### config.mk
export PLATFORM = sky130hd
export DESIGN_NAME = data_unpack_sched
export DESIGN_NICKNAME = d
export VERILOG_FILES = /design/src/rtl/unpack_pkg.sv /design/src/rtl/lane_serializer.sv /design/src/rtl/data_unpack_sched.sv
export SDC_FILE = /design/constraint.sdc
export NUM_CORES = 1
export LEC_CHECK = 0
export ABC_AREA = 1
export BUFFER_PORTS_ARGS = -buffer_cell sky130_fd_sc_hd__buf_2
export CORE_UTILIZATION = 49
export CTS_CLUSTER_DIAMETER = 50
export CTS_CLUSTER_SIZE = 16
export DETAILED_ROUTE_END_ITERATION = 8
export GPL_TIMING_DRIVEN = 0
export PLACE_DENSITY_LB_ADDON = 0.12
export SLEW_MARGIN = 20
export SYNTH_ARGS = -nofsm -noshare
export SYNTH_HDL_FRONTEND = slang
export SYNTH_SLANG_ARGS = --single-unit
export TNS_END_PERCENT = 100
### constraint.sdc
create_clock -name clk -period 1.6 [get_ports clk]
set_input_delay 0.08 -clock clk [delete_from_list [all_inputs] [get_ports clk]]
set_output_delay 0.08 -clock clk [all_outputs]
set_load 0.03 [all_outputs]
### src/rtl/unpack_pkg.sv
// unpack_pkg: shared state encoding and lane-geometry helpers for the unpack scheduler
package unpack_pkg;
  typedef enum logic {IDLE = 1'b0, SHIFT = 1'b1} state_t;
  function automatic int clog2f(input int v);
    int r;
    for (r = 0; (1 << r) < v; r++) begin end
    return r;
  endfunction
  function automatic int lanes_of(input int in_w, input int out_w);
    return in_w / out_w;
  endfunction
endpackage

### src/rtl/lane_serializer.sv
// lane_serializer: shift register plus lane counter; load captures a word, advance steps one lane
//   in : clk, rst, load, load_data[IN_WIDTH], advance
//   out: lane[OUT_WIDTH] (current lane, lowest bits first), last (current lane is LANES-1)
module lane_serializer
  import unpack_pkg::*;
#(
  parameter int IN_WIDTH  = 32,
  parameter int OUT_WIDTH = 16
) (
  input  logic                 clk,
  input  logic                 rst,
  input  logic                 load,
  input  logic [IN_WIDTH-1:0]  load_data,
  input  logic                 advance,
  output logic [OUT_WIDTH-1:0] lane,
  output logic                 last
);
  localparam int LANES = lanes_of(IN_WIDTH, OUT_WIDTH);
  localparam int CW = clog2f(LANES);
  logic [IN_WIDTH-1:0] sr;
  logic [CW-1:0] cnt;
  // counter wraps naturally to 0 after lane LANES-1
  always_ff @(posedge clk) begin
    if (rst) begin
      sr  <= '0;
      cnt <= '0;
    end else if (load) begin
      sr  <= load_data;
      cnt <= '0;
    end else if (advance) begin
      sr  <= sr >> OUT_WIDTH;
      cnt <= cnt + 1'b1;
    end
  end
  assign lane = sr[OUT_WIDTH-1:0];
  assign last = cnt == CW'(LANES - 1);
endmodule

### src/rtl/data_unpack_sched.sv
// data_unpack_sched: arbitrates two word requesters and streams each granted word as LANES lanes
//   in : clk, rst, s0/s1_valid, s0/s1_data[IN_WIDTH], out_ready
//   out: s0/s1_ready, out_valid, out_data[OUT_WIDTH], out_src, out_last, busy
//   UNPACK_SCHED_FIXED_PRIO_EN: requester 0 always wins; otherwise round-robin per word
module data_unpack_sched
  import unpack_pkg::*;
#(
  parameter int IN_WIDTH  = 32,
  parameter int OUT_WIDTH = 16
) (
  input  logic                 clk,
  input  logic                 rst,
  input  logic                 s0_valid,
  input  logic [IN_WIDTH-1:0]  s0_data,
  input  logic                 s1_valid,
  input  logic [IN_WIDTH-1:0]  s1_data,
  output logic                 s0_ready,
  output logic                 s1_ready,
  input  logic                 out_ready,
  output logic                 out_valid,
  output logic [OUT_WIDTH-1:0] out_data,
  output logic                 out_src,
  output logic                 out_last,
  output logic                 busy
);
  state_t state, state_nx;
  logic consume, done, can_acc, g1, accept, src_q;
  assign consume = out_valid & out_ready;
  assign done    = consume & out_last;
  // accepting during the last-lane cycle gives zero-bubble back-to-back words
  assign can_acc = !rst && (state == IDLE || done);
`ifdef UNPACK_SCHED_FIXED_PRIO_EN
  assign g1 = s1_valid & !s0_valid;
`else
  logic last_grant;
  assign g1 = s1_valid & (!s0_valid | !last_grant);
  always_ff @(posedge clk) begin
    if (rst) last_grant <= 1'b1;
    else if (accept) last_grant <= g1;
  end
`endif
  assign s0_ready = can_acc & s0_valid & !g1;
  assign s1_ready = can_acc & g1;
  assign accept   = s0_ready | s1_ready;
  always_comb begin
    state_nx = state;
    state_nx = accept ? SHIFT : (done ? IDLE : state);
  end
  always_ff @(posedge clk) begin
    if (rst) begin
      state <= IDLE;
      src_q <= 1'b0;
    end else begin
      state <= state_nx;
      src_q <= accept ? g1 : src_q;
    end
  end
  assign out_valid = state == SHIFT;
  assign busy      = state == SHIFT;
  assign out_src   = src_q;
  lane_serializer #(.IN_WIDTH(IN_WIDTH), .OUT_WIDTH(OUT_WIDTH)) u_ser (
    .clk       (clk),
    .rst       (rst),
    .load      (accept),
    .load_data (g1 ? s1_data : s0_data),
    .advance   (consume),
    .lane      (out_data),
    .last      (out_last)
  );
endmodule

### Yosys cells after proc, flatten, opt, wreduce, memory -nomap -nowiden

Cells that the tools add are included.

* reduce and logical (&&, ||, !) cells: 9
* bitwise gates (word level): 9
* add/sub/neg operators: 1
* multiplexer cells: 5

Operators with widths (count)
* 32-bit 2-to-1 mux: 3
* 1-bit AND: 6
* 1-bit logical NOT: 4
* 2-bit nonzero test: 2
* 1-bit 2-to-1 mux: 2
* 1-bit OR: 2
* 2-bit OR reduction: 1
* 1-bit adder, second input constant: 1
* 1-bit logical AND: 1
* 1-bit logical OR: 1
* 1-bit inverter: 1

* word-level logic and storage cells: 29
* output and inout port bits: 22
* register bits after elaboration: 36
* input bits: 69

### Depth between registers and ports, before layout

Gate-level depths: netlist of the first run.

* depth after elaboration: 8
* depth in mapped cells: 9
* gate-level depth less buffers: 7

### By module

Synthesis of the first run repeated with hierarchy kept, for this count alone.

* cells, all modules: 339
* area total of the unflattened synthesis: 2112.0 µm²

Modules (own cells, without submodules)
* lane_serializer: times used 1, cells an instance 211, sequential area each 660.6 µm², area an instance 1526.5 µm²
* data_unpack_sched: times used 1, cells an instance 128, sequential area each 60.1 µm², area an instance 585.6 µm²

### Least setup slack after synthesis of the first run

No wires, ideal clock.

* kind: register to register
* start: reg state, in the netlist busy
* end: reg u_ser.sr[26]
* required time: 1.530 ns
* setup slack: 0.050 ns
* stages on the path, launching flop included: 9
* data arrival time: 1.480 ns
* setup time: 0.070 ns
* period minus slack after synthesis: 1.550 ns
* buffers on the path: 2
* cell sequence: dfxtp_1 -> inv_1 -> a21oi_1 -> nor2_4 -> o21ai_4 -> buf_6 -> buf_4 -> nand3_1 -> a21oi_1

* cells in the longest elaborated chain, start to end: 8
* elaborated cells on any way between the ends: 11
* those cells by class: mux (1); bitwise (7); reduce/logical (3)

RTL lines
* start: declaration: RTL line data_unpack_sched.sv:26 `state_t state, state_nx;`
* start signal: assignment: RTL line data_unpack_sched.sv:54 `state <= state_nx;`
* 1-bit AND: RTL line data_unpack_sched.sv:28 `assign consume = out_valid & out_ready;`
* 1-bit AND: RTL line data_unpack_sched.sv:29 `assign done = consume & out_last;`
* 1-bit logical OR: RTL line data_unpack_sched.sv:31 `assign can_acc = !rst && (state == IDLE || done);`
* 1-bit logical AND: RTL line data_unpack_sched.sv:31
* 1-bit AND (2 in series): RTL line data_unpack_sched.sv:42 `assign s0_ready = can_acc & s0_valid & !g1;`
* 1-bit OR: RTL line data_unpack_sched.sv:44 `assign accept = s0_ready | s1_ready;`
* 32-bit 2-to-1 mux or 2-bit nonzero test (tied branches)
* end signal: assignment: RTL line lane_serializer.sv:28 `sr <= load_data;`
* end signal: assignment: RTL line lane_serializer.sv:31 `sr <= sr >> OUT_WIDTH;`
* end: declaration: RTL line lane_serializer.sv:20 `logic [IN_WIDTH-1:0] sr;`

Several ways; a longest one is shown, not always the timed one.
A chain may end at the register's enable or synchronous reset.

### Worst setup path after layout of the first run

* start: reg state, in the netlist busy
* end: reg u_ser.sr[24]

The elaborated chain is that of the path after synthesis.

==> results of run 1 <==
-- worst reg2reg max path: stages (launching register included) --
cell and delay, ns:
dfxtp_2 0.35, inv_1 0.05, a21oi_2 0.18, nor2_4 0.07
buf_4 0.17, o21ai_4 0.08, inv_2 0.13, clkbuf_4 0.21
nand2_1 0.10, a21oi_2 0.06
-- flip-flops by register name, summed over array words and instances (netlist names) --
register / count
u_ser.last: 1
out_src: 1
last_grant: 1
busy: 1
u_ser.sr: 32
-- cells in the mapped netlist (all sizes together) --
library cell / instances / area share [%]
nand3b: 16 / 5.3
clkbuf: 14 / 2.3
o211ai: 16 / 5.3
nor2: 5 / 1.2
nand3: 32 / 7.0
buf: 29 / 9.0
xor2: 1 / 0.39
a21oi: 34 / 7.5
nor3: 1 / 0.22
nand2: 150 / 25
inv: 23 / 3.8
o21ai: 2 / 0.94
dfxtp: 36 / 32
-- final cells by class --
type	instances	area, sq um	share of cell area [%]
buffer	42	268	9.13
clock buffer	7	96.3	3.28
inverter	23	88.8	3.03
multi-input combinational	257	1230	42.0
sequential	36	722	24.6
tap	52	65.1	2.22
timing repair buffer	90	463	15.8
-- logic make-up after synthesis --
group,Yosys count,synth area share (%)
and+or+nand+nor,204,39.1
buffers and inverters,66,15.1
AOI/OAI and AO/OA,52,13.7
DFF,36,31.7
xor gates and xnor gates,1,0.385
-- where the power goes --
group / internal, mW / switching (mW)
clock network: 0.384 / 0.323
registers: 0.970 / 0.0406
logic: 0.310 / 0.447
-- timing repair --
action | CTS | global route
pin swaps | 1 | 0
gates resized for setup | 4 | 14
endpoints found under the setup margin | 1 | 35
buffers inserted | 2 | 1
hold endpoints to repair | 0 | 0
cloned | 0 | 0
-- routing by layer --
metal  vias up  share of wire, %  track usage [%]
li1       1329                 -                -
met1      1072                47             32.4
met2        79                46             42.4
met3         7               4.8             4.04
met4         0               1.4             8.67
met5         -                 0                0
-- stage by stage --
stage | instance area [sq um] | utilization [%] | power (mW) | hold slack [ns]
4_1_cts | 2900 | 65.6 | 2.46 | 0.140
5_1_grt | 2930 | 66.5 | 2.59 | 0.167
6_report | 2930 | 66.5 | 2.47 | 0.137
2_1_floorplan | 2270 | - | 1.54 | 0.316
3_3_place_gp | 2780 | 62.9 | 1.75 | 0.434
3_5_place_dp | 2780 | 62.9 | 1.76 | 0.437
-- worst max-delay path by stage --
| stage | start | to |
|---|---|---|
| 6_report | busy | u_ser.sr[24] |
| 3_5_place_dp | busy | u_ser.sr[12] |
| 4_1_cts | busy | s1_ready |
| 2_1_floorplan | busy | u_ser.sr[26] |
| 5_1_grt | busy | busy |
| 3_3_place_gp | last_grant | u_ser.sr[3] |
==> run summary, run 1 <==
The layout cell share with drive strength beyond 1 works out to 31.0%. The critical path goes through inv_1, a21oi_2, nor2_4, buf_4, o21ai_4, inv_2, clkbuf_4, nand2_1, a21oi_2. The total of buffers placed on input and output ports was 87; the pin slew with the least headroom to its limit was 0.511 ns. In this run the tightest slew margin relative to its limit is 65.9%. The insertion delay to the later sink of the worst-skew pair is 0.29 ns, and the iteration-0 DRC count of the detailed router is 127. Entering global routing, the biggest net connects 11 pins. The most common cell after layout, fill and taps aside was nand2_1. The H-tree was split into 2 levels. The via count of the first global-routing pass is 2349. The most repeated library cell on the critical path is a21oi_2.

The count of unresolved DRC violations after routing is 0, and the worst clock skew is 0.00649 ns. Setup repair after global routing could not meet its margin everywhere. The detailed-route wire length per cell works out to 11.5 um. The number of buffers on the longest clock path is 2, and the first-pass GRT wire length is 10100 um.

The repair_antennas step left the layout with diodes totalling 0. Across all layers, the routed design uses 2487 vias. After floorplanning, the core was sized to cover 0.00441 sq mm. The cell class contributing the biggest share of worst-path delay is buffers and inverters.

The final net count was 524. For this configuration, the core starts out at a cell density of 51.5%. Timing analysis after detailed placement gives a worst setup slack of 0.0259 ns. The final count of negative-setup-slack endpoints was 0. The worst register-to-register path begins at busy.

The largest single stage delay on the critical path is 0.35 ns. The type of destination of the critical path was a flop. In the final timing run, aggregate negative setup slack is 0 ns.

Max-cap violations in this run came to 0. The number of synthesized register bits was 36; the placer congestion estimate was 0.791. The total count of max-transition violations in the final report is 0, and the yosys synthesis warning count is 0. Setup slack closes at 0.0758 ns. In this run the worst hold path is classified as input port to flop. In this run the register-to-register setup slack is 0.08 ns.

In the layout the commonest cells are 147 x nand2_1, 90 x buf_2, 35 x dfxtp_1. The floorplan step defined a die boundary enclosing 0.00492 sq mm. The critical path is of the flop to flop type. In this run the static leakage power is 1.58 nW.

The cell count after placement was 498; the total buffers and inverters traversed by the critical path was 4. For the initial antenna violation count, the log shows 0. The synthesized netlist cell count was 359. Pin placement for this block handled 91 I/O pins. The sort of element at the start of the critical path was a flop. The largest voltage drop on the vdd net is 0.448 mV.

The all-layer global routing usage is 25.1%. The maximum clock rate is 656 MHz. The routed design has 5830 um of wire. The path with the worst hold slack has its endpoint at u_ser.sr[25].

The initialized floorplan defines 24 standard-cell rows. The critical path runs through a total of 9 cells. The run gives 1.68 ns as the data arrival time of the worst path. The wire-length estimate of the detail-placed layout is 4360 um. Among all stages on the critical path, the largest delay is contributed by dfxtp_2. The logs give 428 for the post-synthesis net count and 4 for the number of search-and-repair iterations in the first detailed-routing pass. For the total number of clock tree sinks, the log shows 36. Clock edge transition at the registers on the reported setup and hold paths: 0.07 ns. TritonCTS built the clock tree.

Of all nets on the critical path, the largest fanout is 10. Once detail routing completed, the nets flagged for antenna violations numbered 0. After clock tree synthesis, the flow added hold-fix buffers numbering 0. The logs give 507 for the post-layout instance count excluding filler cells and 19 for the number of library cell types mapped by synthesis.

In this run the power density over the cells is 843 mW/mm^2. The CTS buffer count is 5. In this run the critical register-to-register path is captured at u_ser.sr[24]. The area growth from synthesis to layout is 29.0%. The depth of the worst hold-timing path was 5. In this run the most critical hold path is launched from s1_data[25]. The layout has 414 filler cells. Measured along the x axis, the die boundary spans 70.1 um. The average instance area after synthesis was 6.34 sq um; the fraction of the cycle the final worst path needs was 95.3%.

The total overflow left after global routing is 0. The final number of hold-violating endpoints is 0, and the register area share after synthesis is 31.7%. For the worst flop-to-flop path, the logic depth is 9. The flow ran to the end, and the final reports show no timing, DRC or antenna violations. The shortest clock period the worst path allows after layout was 1.52 ns; the summed instance area of the synthesized netlist was 0.00227 sq mm.

In the routed layout, each cell is associated on average with a via count of 4.91. The cell sitting at the root of the clock tree is a clkbuf_8. In this run the vertical extent of the chip is 70.1 um. The tools report the worst endpoint required time as 1.76 ns.
No activity file was read; power rests on OpenSTA's default activity.
==> run 2, diff against run 1 <==
- CORE_UTILIZATION: 49 -> 52
- clock period: 1.6 -> 2 ns (I/O delays scaled with it)
==> run 2 against run 1 <==
- clock power shrank 9.8%
- critical path type is now flop to output pin
- combinational power down 23%
- count of clock-buffer cells in the layout is 1 lower
- total power decreased by 18%
- clock skew rose by 0.00057 ns
- register-to-register slack improved by 0.35 ns
- critical path depth down 3
- largest power group unchanged
- non-clock buffer count down 2
- die area shrank 5.6%
- core utilization rose by 4.0 points
- sequential power decreased by 20%
- final area is 1.8% lower
==> run summary, run 2 (synthesized netlist as in run 1, its figures left out) <==
VDD sags by at most 0.439 mV. The cell class contributing the biggest share of worst-path delay is buffers and inverters. The share of total power dissipated in the clock network is 31.4%. Traced cell by cell, the critical path runs through a21oi_1, nor2_4, buf_2, nand2_1, inv_1, buf_2. The largest driver fanout on the critical path was 10; the data arrival time of the worst path was 1.67 ns. Worst min-delay path startpoint: s1_data[20]. After detailed placement, the total cell area comes to 0.00277 sq mm. The largest incremental delay on the critical path was 0.36 ns. The switching fraction of total power was 32.1%; the area taken by flip-flops and latches was 721 sq um.

Timing would allow up to 566 MHz. Prior to clock tree synthesis, the placed netlist has a worst setup slack of 0.461 ns. Setup repair after global routing left no endpoint under its margin. For this run, the total global-route usage over all layers was measured as 26.8%. STA classifies the critical path endpoint as an output pin.

After clock tree synthesis, the setup repair step added 0 buffers. The initialized floorplan defines 23 standard-cell rows. The register with the most flip-flops in the final layout is u_ser.sr. The tree is rooted in a clkbuf_8. In the routed layout, each cell is associated on average with a via count of 4.95.

The detailed router placed 2493 vias in this run. The top cell types in the final layout, fill and taps aside, are 148 x nand2_1, 95 x buf_2, 36 x dfxtp_1. The layout cell share with drive strength beyond 1 was 28.4%. The cell count along the critical path was 6; the HPWL reported at the end of detailed placement was 4350 um.

Setup total negative slack: 0 ns. The share of total power dissipated in sequential elements is 39.8%. The count of nets left with antenna violations once routing finished came out at 0.

The worst pin sits at a relative slew slack of 65.7%. The tools report the sort of element at the start of the critical path as a flop. Once the clock tree was built, the resizer swapped 0 gates to a different size. In this run the deepest clock path goes through 2 buffers.

The post-route worst setup slack was 0.232 ns; the worst clock skew was 0.00705 ns. The number of cells on the worst reg-to-reg path is 8. Leaving out fill and tap cells, the most frequent cell in the layout is nand2_1. The final number of hold-violating endpoints was 0; the total of buffers placed on input and output ports was 87. End of the worst register-to-register path: u_ser.sr[8]. Setup violations remaining at the end of the flow were counted as 0. After the first detailed-routing iteration, the DRC count stood at 177. Once the floorplan was initialized, standard cells occupied 55.7% of the core. The logs give 5 for the number of search-and-repair iterations in the first detailed-routing pass and 5790 um for the total wirelength of the detailed-routed design. The area growth from synthesis to layout is 26.6%. Max-cap violations in this run came to 0. In this run, the combinational gates consume 28.8% of the power.

The cell that appears most often on the critical path is buf_2. The placer congestion estimate is 0.876, and the worst endpoint required time is 1.90 ns. The total count of max-transition violations in the final report is 0. The repair_antennas step left the layout with diodes totalling 0.

For the total congestion overflow after global routing, the log shows 0. The run gives 0.43 ns as the internal reg-to-reg setup slack. The insertion delay to the later sink of the worst-skew pair was 0.29 ns. TritonCTS built the clock tree.

For this run, design rule violations remaining after detail routing come to 0. The depth of the worst hold-timing path is 5, and the first-pass GRT wire length is 9290 um. For hold timing, the worst endpoint is u_ser.sr[20].

The total buffers and inverters traversed by the critical path works out to 3. After layout, the worst path uses 88.4% of the clock period. The top-level port count is 91, and the die height is 68.1 um. The CTS buffer count came out at 5. The run gives 12 as the largest net degree at the start of global routing. For the via count of the first global-routing pass, the log shows 2082.

The flow ran to the end, and the final reports show no timing, DRC or antenna violations. Dividing total power by cell area gives a power density of 705 mW/mm^2. Total chip power: 2.03 mW.

The register with the most flip-flops in the layout has 32 of them. The region available for standard cell placement spans 0.00409 sq mm. The clock edge transition at the registers on the reported setup and hold paths is 0.07 ns, and the summed area of non-filler cells in the final layout is 0.00288 sq mm. Standard cell with the maximum stage delay on the critical path: dfxtp_1. The total number of clock tree sinks is 36, and the area of combinational cells with multiple inputs is 0.00121 sq mm. The die footprint is 0.00464 sq mm, and the cell-internal power is 1.38 mW. The tools report the number of filler cells placed in the layout as 365. Width of the chip: 68.1 um. The worst hold path belongs to the class input port to flop. The analysis attributes to cell leakage a power of 1.56 nW.

In this run the power spent charging and discharging nets is 0.652 mW. After clock tree synthesis, the flow added hold-fix buffers numbering 0. The startpoint identified for the worst register-to-register timing path is last_grant. The net count of the finished layout is 522. The pin slew with the least headroom to its limit was 0.514 ns; the shortest clock period the worst path allows after layout was 1.77 ns.

After detailed routing, the average wire length per cell comes to 11.5 um. The tools report the initial antenna violation count as 0. The type of the worst setup path is flop to output pin.

The clock tree synthesis step divided the H-tree into 2 levels.
==> run 2: changes by cell type in the layout (fill, tap and decap cells not counted), moves of 2 or more <==
cell / before / now
a21oi_1: 29 / 34
a21oi_2: 5 / 0
buf_2: 90 / 95
buf_4: 23 / 19
clkbuf_1: 11 / 15
clkbuf_2: 2 / 0
clkbuf_4: 3 / 0
clkbuf_8: 7 / 5
==> run 2: metrics by stage <==
stage	hold WS (ns)	util, %	cells
floorplan	0.336	-	359
global placement	0.453	67.9	496
detailed placement	0.454	67.9	496
CTS	0.151	70.5	504
global route	0.165	70.5	504
finish	0.150	70.5	504
==> run 2: power groups by stage <==
stage	combinational (mW)	clock [mW]	sequential, mW
6_report	0.585	0.638	0.808
5_1_grt	0.652	0.679	0.815
4_1_cts	0.585	0.636	0.808
3_5_place_dp	0.582	0	0.824
3_3_place_gp	0.573	0	0.821
2_1_floorplan	0.408	0	0.826
==> run 2: worst register-to-register path, stage by stage (launching register included) <==
cell and delay, ns:
dfxtp_1 0.37, nand2_4 0.11, nand2_4 0.11, clkbuf_1 0.39, nand2_1 0.10, nand2_1 0.10
o211ai_1 0.10, nand2_1 0.08, a21oi_1 0.07
==> run 2: final cells by class <==
cell class	count	share of cell area, %
clock inverters	2	1.22
repair buffers	87	15.1
plain buffers	43	8.95
well taps	50	2.17
inverters	23	3.00
clock buffers	6	2.52
flip-flops and latches	36	25.0
multi-input cells	257	42.0
==> run 2: worst max-delay path by stage <==
| stage | startpoint | end | slack (ns) |
|---|---|---|---|
| global route | u_ser.last | s1_ready | 0.11 |
| global placement | busy | u_ser.sr[13] | 0.46 |
| CTS | u_ser.last | s1_ready | 0.23 |
| floorplan | busy | u_ser.sr[26] | 0.45 |
| detailed placement | busy | u_ser.sr[13] | 0.46 |
| finish | u_ser.last | s1_ready | 0.23 |
==> run 2: layer usage <==
metal	global-route usage (%)	up-vias	share of wire [%]	wire length [um]
met5	0	-	0	0
met4	7.81	0	1.1	62
met3	6.00	6	7.1	409
met2	44.1	111	46	2690
met1	34.7	1052	45	2630
li1	-	1324	-	-
==> run 3, diff against run 2 <==
- CORE_MARGIN: default -> 1.5
- CORE_UTILIZATION: 52 -> 51
- SYNTH_HIERARCHICAL: default -> 1
==> run 3 against run 2 <==
- clock power fell by 15%
- total power fell by 11%
- register-to-register slack got worse by 0.08 ns
- combinational power fell by 17%
- fmax rose by 7.4%
- synthesized area fell by 7.2%
- count of clock-buffer cells in the layout rose by 1
- sequential cell count did not move
- global-route usage fell by 4.0 points
- sequential share of layout area rose by 1.5 points
- critical path type is now flop to flop
- highest routed layer unchanged
==> run summary, run 3 <==
The run finished with clean final reports. Using the TritonRoute via totals, the vias-per-cell ratio works out to 4.56. The tools report the worst-case headroom to the max-slew limit as 71.8%. In this run the tool buffered the top-level ports with 90 buffer cells.

The most frequently used flop master after synthesis is dfxtp_1. The mux cell area share after synthesis works out to 0%. The run gives 0 as the post-CTS setup buffer count. The worst hold slack after final layout came out at 0.0236 ns. Summed over all layers, the global routing overflow is 0. Counting along the longest clock path gives a buffer depth of 2. For the count of unresolved DRC violations after routing, the log shows 0.

After synthesis, the cell types taking the most area are dfxtp_1 34%, nand2_1 33%, nand3_1 8.1%. Summed over all nets, the half-perimeter wirelength after detailed placement is 3730 um. The die is 67.4 um wide. Based on the critical path, the design can be clocked at up to 608 MHz. Counting flops with a built-in enable in the synthesized netlist gives 0. In this run the worst hold path is classified as input port to flop. The setup path with the least slack is of type flop to flop. For the total number of clock tree sinks, the log shows 36.

Once detail routing completed, the nets flagged for antenna violations numbered 0. Synthesis produced a netlist with a net count of 408. The Yosys step of the flow raised 6 warnings.

In the synthesized netlist, the cells that appear most often are 185 x nand2_1, 36 x dfxtp_1, 34 x nand3_1, 22 x inv_1, 21 x buf_4. Buffers inserted to repair hold after CTS numbered 0. Most instantiated library cell after synthesis: nand2_1.

The die covers 0.00454 sq mm. Of the post-synthesis cell area, the dominant cell type holds 34.1%. The die height is 67.4 um, and the async set or reset register ratio after synthesis is 0%. The first global-routing pass estimated 7840 um of wire. Entering global routing, the biggest net connects 12 pins. Final number of hold-violating endpoints: 0. The repair_antennas step left the layout with diodes totalling 0.

Summed over all cells, the static leakage comes to 1.63 nW. The logs give 0 for the final count of negative-setup-slack endpoints and 34.1% for the register area share after synthesis. The logs give 0 ns for the setup total negative slack and 0.849 for the placer congestion estimate. Cell count after placement: 479.

The compound-gate portion of the synthesized area is 4.32%, and the worst endpoint required time is 2.20 ns. The clock edge transition at the registers on the reported setup and hold paths is 0.07 ns, and the total count of max-transition violations in the final report is 0. The via count of the first global-routing pass is 1838. The region available for standard cell placement spans 0.00400 sq mm. Dividing the detail-routed wire length by the instance count gives 9.96 um. The sort of element at the start of the critical path is a flop. The number of different library cells used by synthesis comes to 18.

In this run the most critical hold path is launched from rst. The initial antenna violation count was 0. Fraction of the mapped netlist area in simple logic gates: 43.1%. Setup repair after global routing left no endpoint under its margin. Counting every instance in the synthesized netlist gives 339. The tools report the floorplan row count as 23.

In the finished design, the share of the clock period the worst path needs comes to 82.3%. The first detailed-routing pass ran for 4 iterations. The final layout contains routed wiring with a total length of 4850 um.

During I/O placement, the number of pins put on the boundary was 91. The largest voltage drop on the vdd net is 0.391 mV. The number of synthesized register bits is 36, and the adder and majority gate portion of the synthesized area is 0%.

Leaving out fill and tap cells, the most frequent cell in the layout is nand2_1. Largest driver fanout on the critical path: 10. More flip-flops sit in one register than any other, and that register is u_ser/sr. Once the floorplan was initialized, standard cells occupied 52.8% of the core. After Yosys synthesis, XOR and XNOR cells account for 0.415% of the synthesized area.

The combinational family with the most area after synthesis was simple AND/OR/NAND/NOR gates. TritonCTS built the clock tree. The H-tree was split into 2 levels.

Power per cell area: 666 mW/mm^2. Leaving out fill and tap cells, the most frequent cells in the layout are 185 x nand2_1, 95 x buf_2, 36 x dfxtp_1. STA classifies the critical path endpoint as a flop.

STA puts the critical path data arrival time at 1.84 ns. For the final database, setup skew stands at 0.00402 ns. Of all cell types, the one taking the most synthesized area is dfxtp_1. The CTS buffer count was 5; the layout cell share with drive strength beyond 1 was 31.4%.

Launch point of the critical path: last_grant. The average instance area after synthesis is 6.23 sq um. The shortest clock period the worst path allows after layout was 1.65 ns; the layout overhead on the synthesized area was 28.7%. At the pin with the least slew margin, the transition time is 0.424 ns.

In this run the critical register-to-register path is launched from last_grant. The register with the most flip-flops in the layout has 32 of them. For this block, the via count after detailed routing is 2219. The clock tree root driver cell was clkbuf_8.

The all-layer global routing usage was 22.9%. The summed instance area of the synthesized netlist was 0.00211 sq mm. At the later pin of the worst-skew pair, clock insertion delay measures 0.29 ns. Once the clock tree was built, the resizer swapped 0 gates to a different size. The logs give 72 for the iteration-0 DRC count of the detailed router and 505 for the final net count. After filler insertion, the fill cell instance count of the layout stands at 382. The logs give 0 for the number of max-cap violations and 487 for the post-layout instance count excluding filler cells.
==> run 3: cell count changes after synthesis, moves of 7 or more <==
cell	change
nand2_1	+37
o211ai_1	-16
a21oi_1	-17
clkbuf_1	-13
buf_6	+7
nand3b_1	-16
==> run 3: cell type report <==
| type | count | area, sq um | area share, % |
|---|---|---|---|
| Multi-Input combinational cell | 243 | 1010 | 37.2 |
| Inverter | 24 | 92.6 | 3.41 |
| Timing Repair Buffer | 90 | 450 | 16.6 |
| Clock inverter | 1 | 7.51 | 0.276 |
| Tap cell | 50 | 62.6 | 2.30 |
| Buffer | 36 | 288 | 10.6 |
| Sequential cell | 36 | 721 | 26.5 |
| Clock buffer | 7 | 86.3 | 3.18 |
==> run 3: routing by layer <==
| metal | wire length [um] | global-route usage (%) | vias up |
|---|---|---|---|
| met5 | 0 | 0 | - |
| met4 | 61 | 7.65 | 0 |
| met3 | 248 | 4.50 | 7 |
| met2 | 2300 | 38.9 | 62 |
| met1 | 2240 | 28.9 | 934 |
| li1 | - | - | 1216 |
==> run 3: stage by stage <==
| stage | utilization (%) | setup slack, ns | power, mW | cell area (sq um) |
|---|---|---|---|---|
| after floorplan | - | 0.383 | 1.14 | 2110 |
| after global placement | 65.6 | 0.384 | 1.28 | 2630 |
| after detailed placement | 65.6 | 0.365 | 1.29 | 2630 |
| after CTS | 68.0 | 0.352 | 1.83 | 2720 |
| after global routing | 68.0 | 0.232 | 1.91 | 2720 |
| final | 68.0 | 0.354 | 1.81 | 2720 |
==> run 3: report_power, final <==
part	internal, mW	switching (mW)
Sequential	0.762	0.0232
Combinational	0.208	0.276
Clock	0.280	0.261
Total	1.25	0.560
==> run 3: worst paths after layout <==
path         cells past startpoint            to  slack (ns)
min reg2reg                      2    last_grant        0.46
max reg2reg                     12  u_ser/sr[14]        0.35
min                              2          busy        0.02
max                             12  u_ser/sr[14]        0.35
==> run 3: critical path: stages (launching register included) <==
cell and delay [ns]:
dfxtp_1 0.31, nand2_1 0.09, nand2_4 0.10, inv_4 0.13
nand3_1 0.13, nand2_1 0.10, buf_6 0.15, inv_2 0.08
buf_4 0.17, nand3_1 0.09, nand3_1 0.08, nand2_1 0.07
inv_1 0.04
==> run 3: logic make-up (layout without fill, tap and decap cells) <==
| group | count (synthesis) | in the layout |
|---|---|---|
| flip-flops | 36 | 36 |
| buffers and inverters | 60 | 158 |
| AND/OR/NAND/NOR | 224 | 224 |
| XOR/XNOR | 1 | 1 |
| AO/OA/AOI/OAI | 18 | 18 |
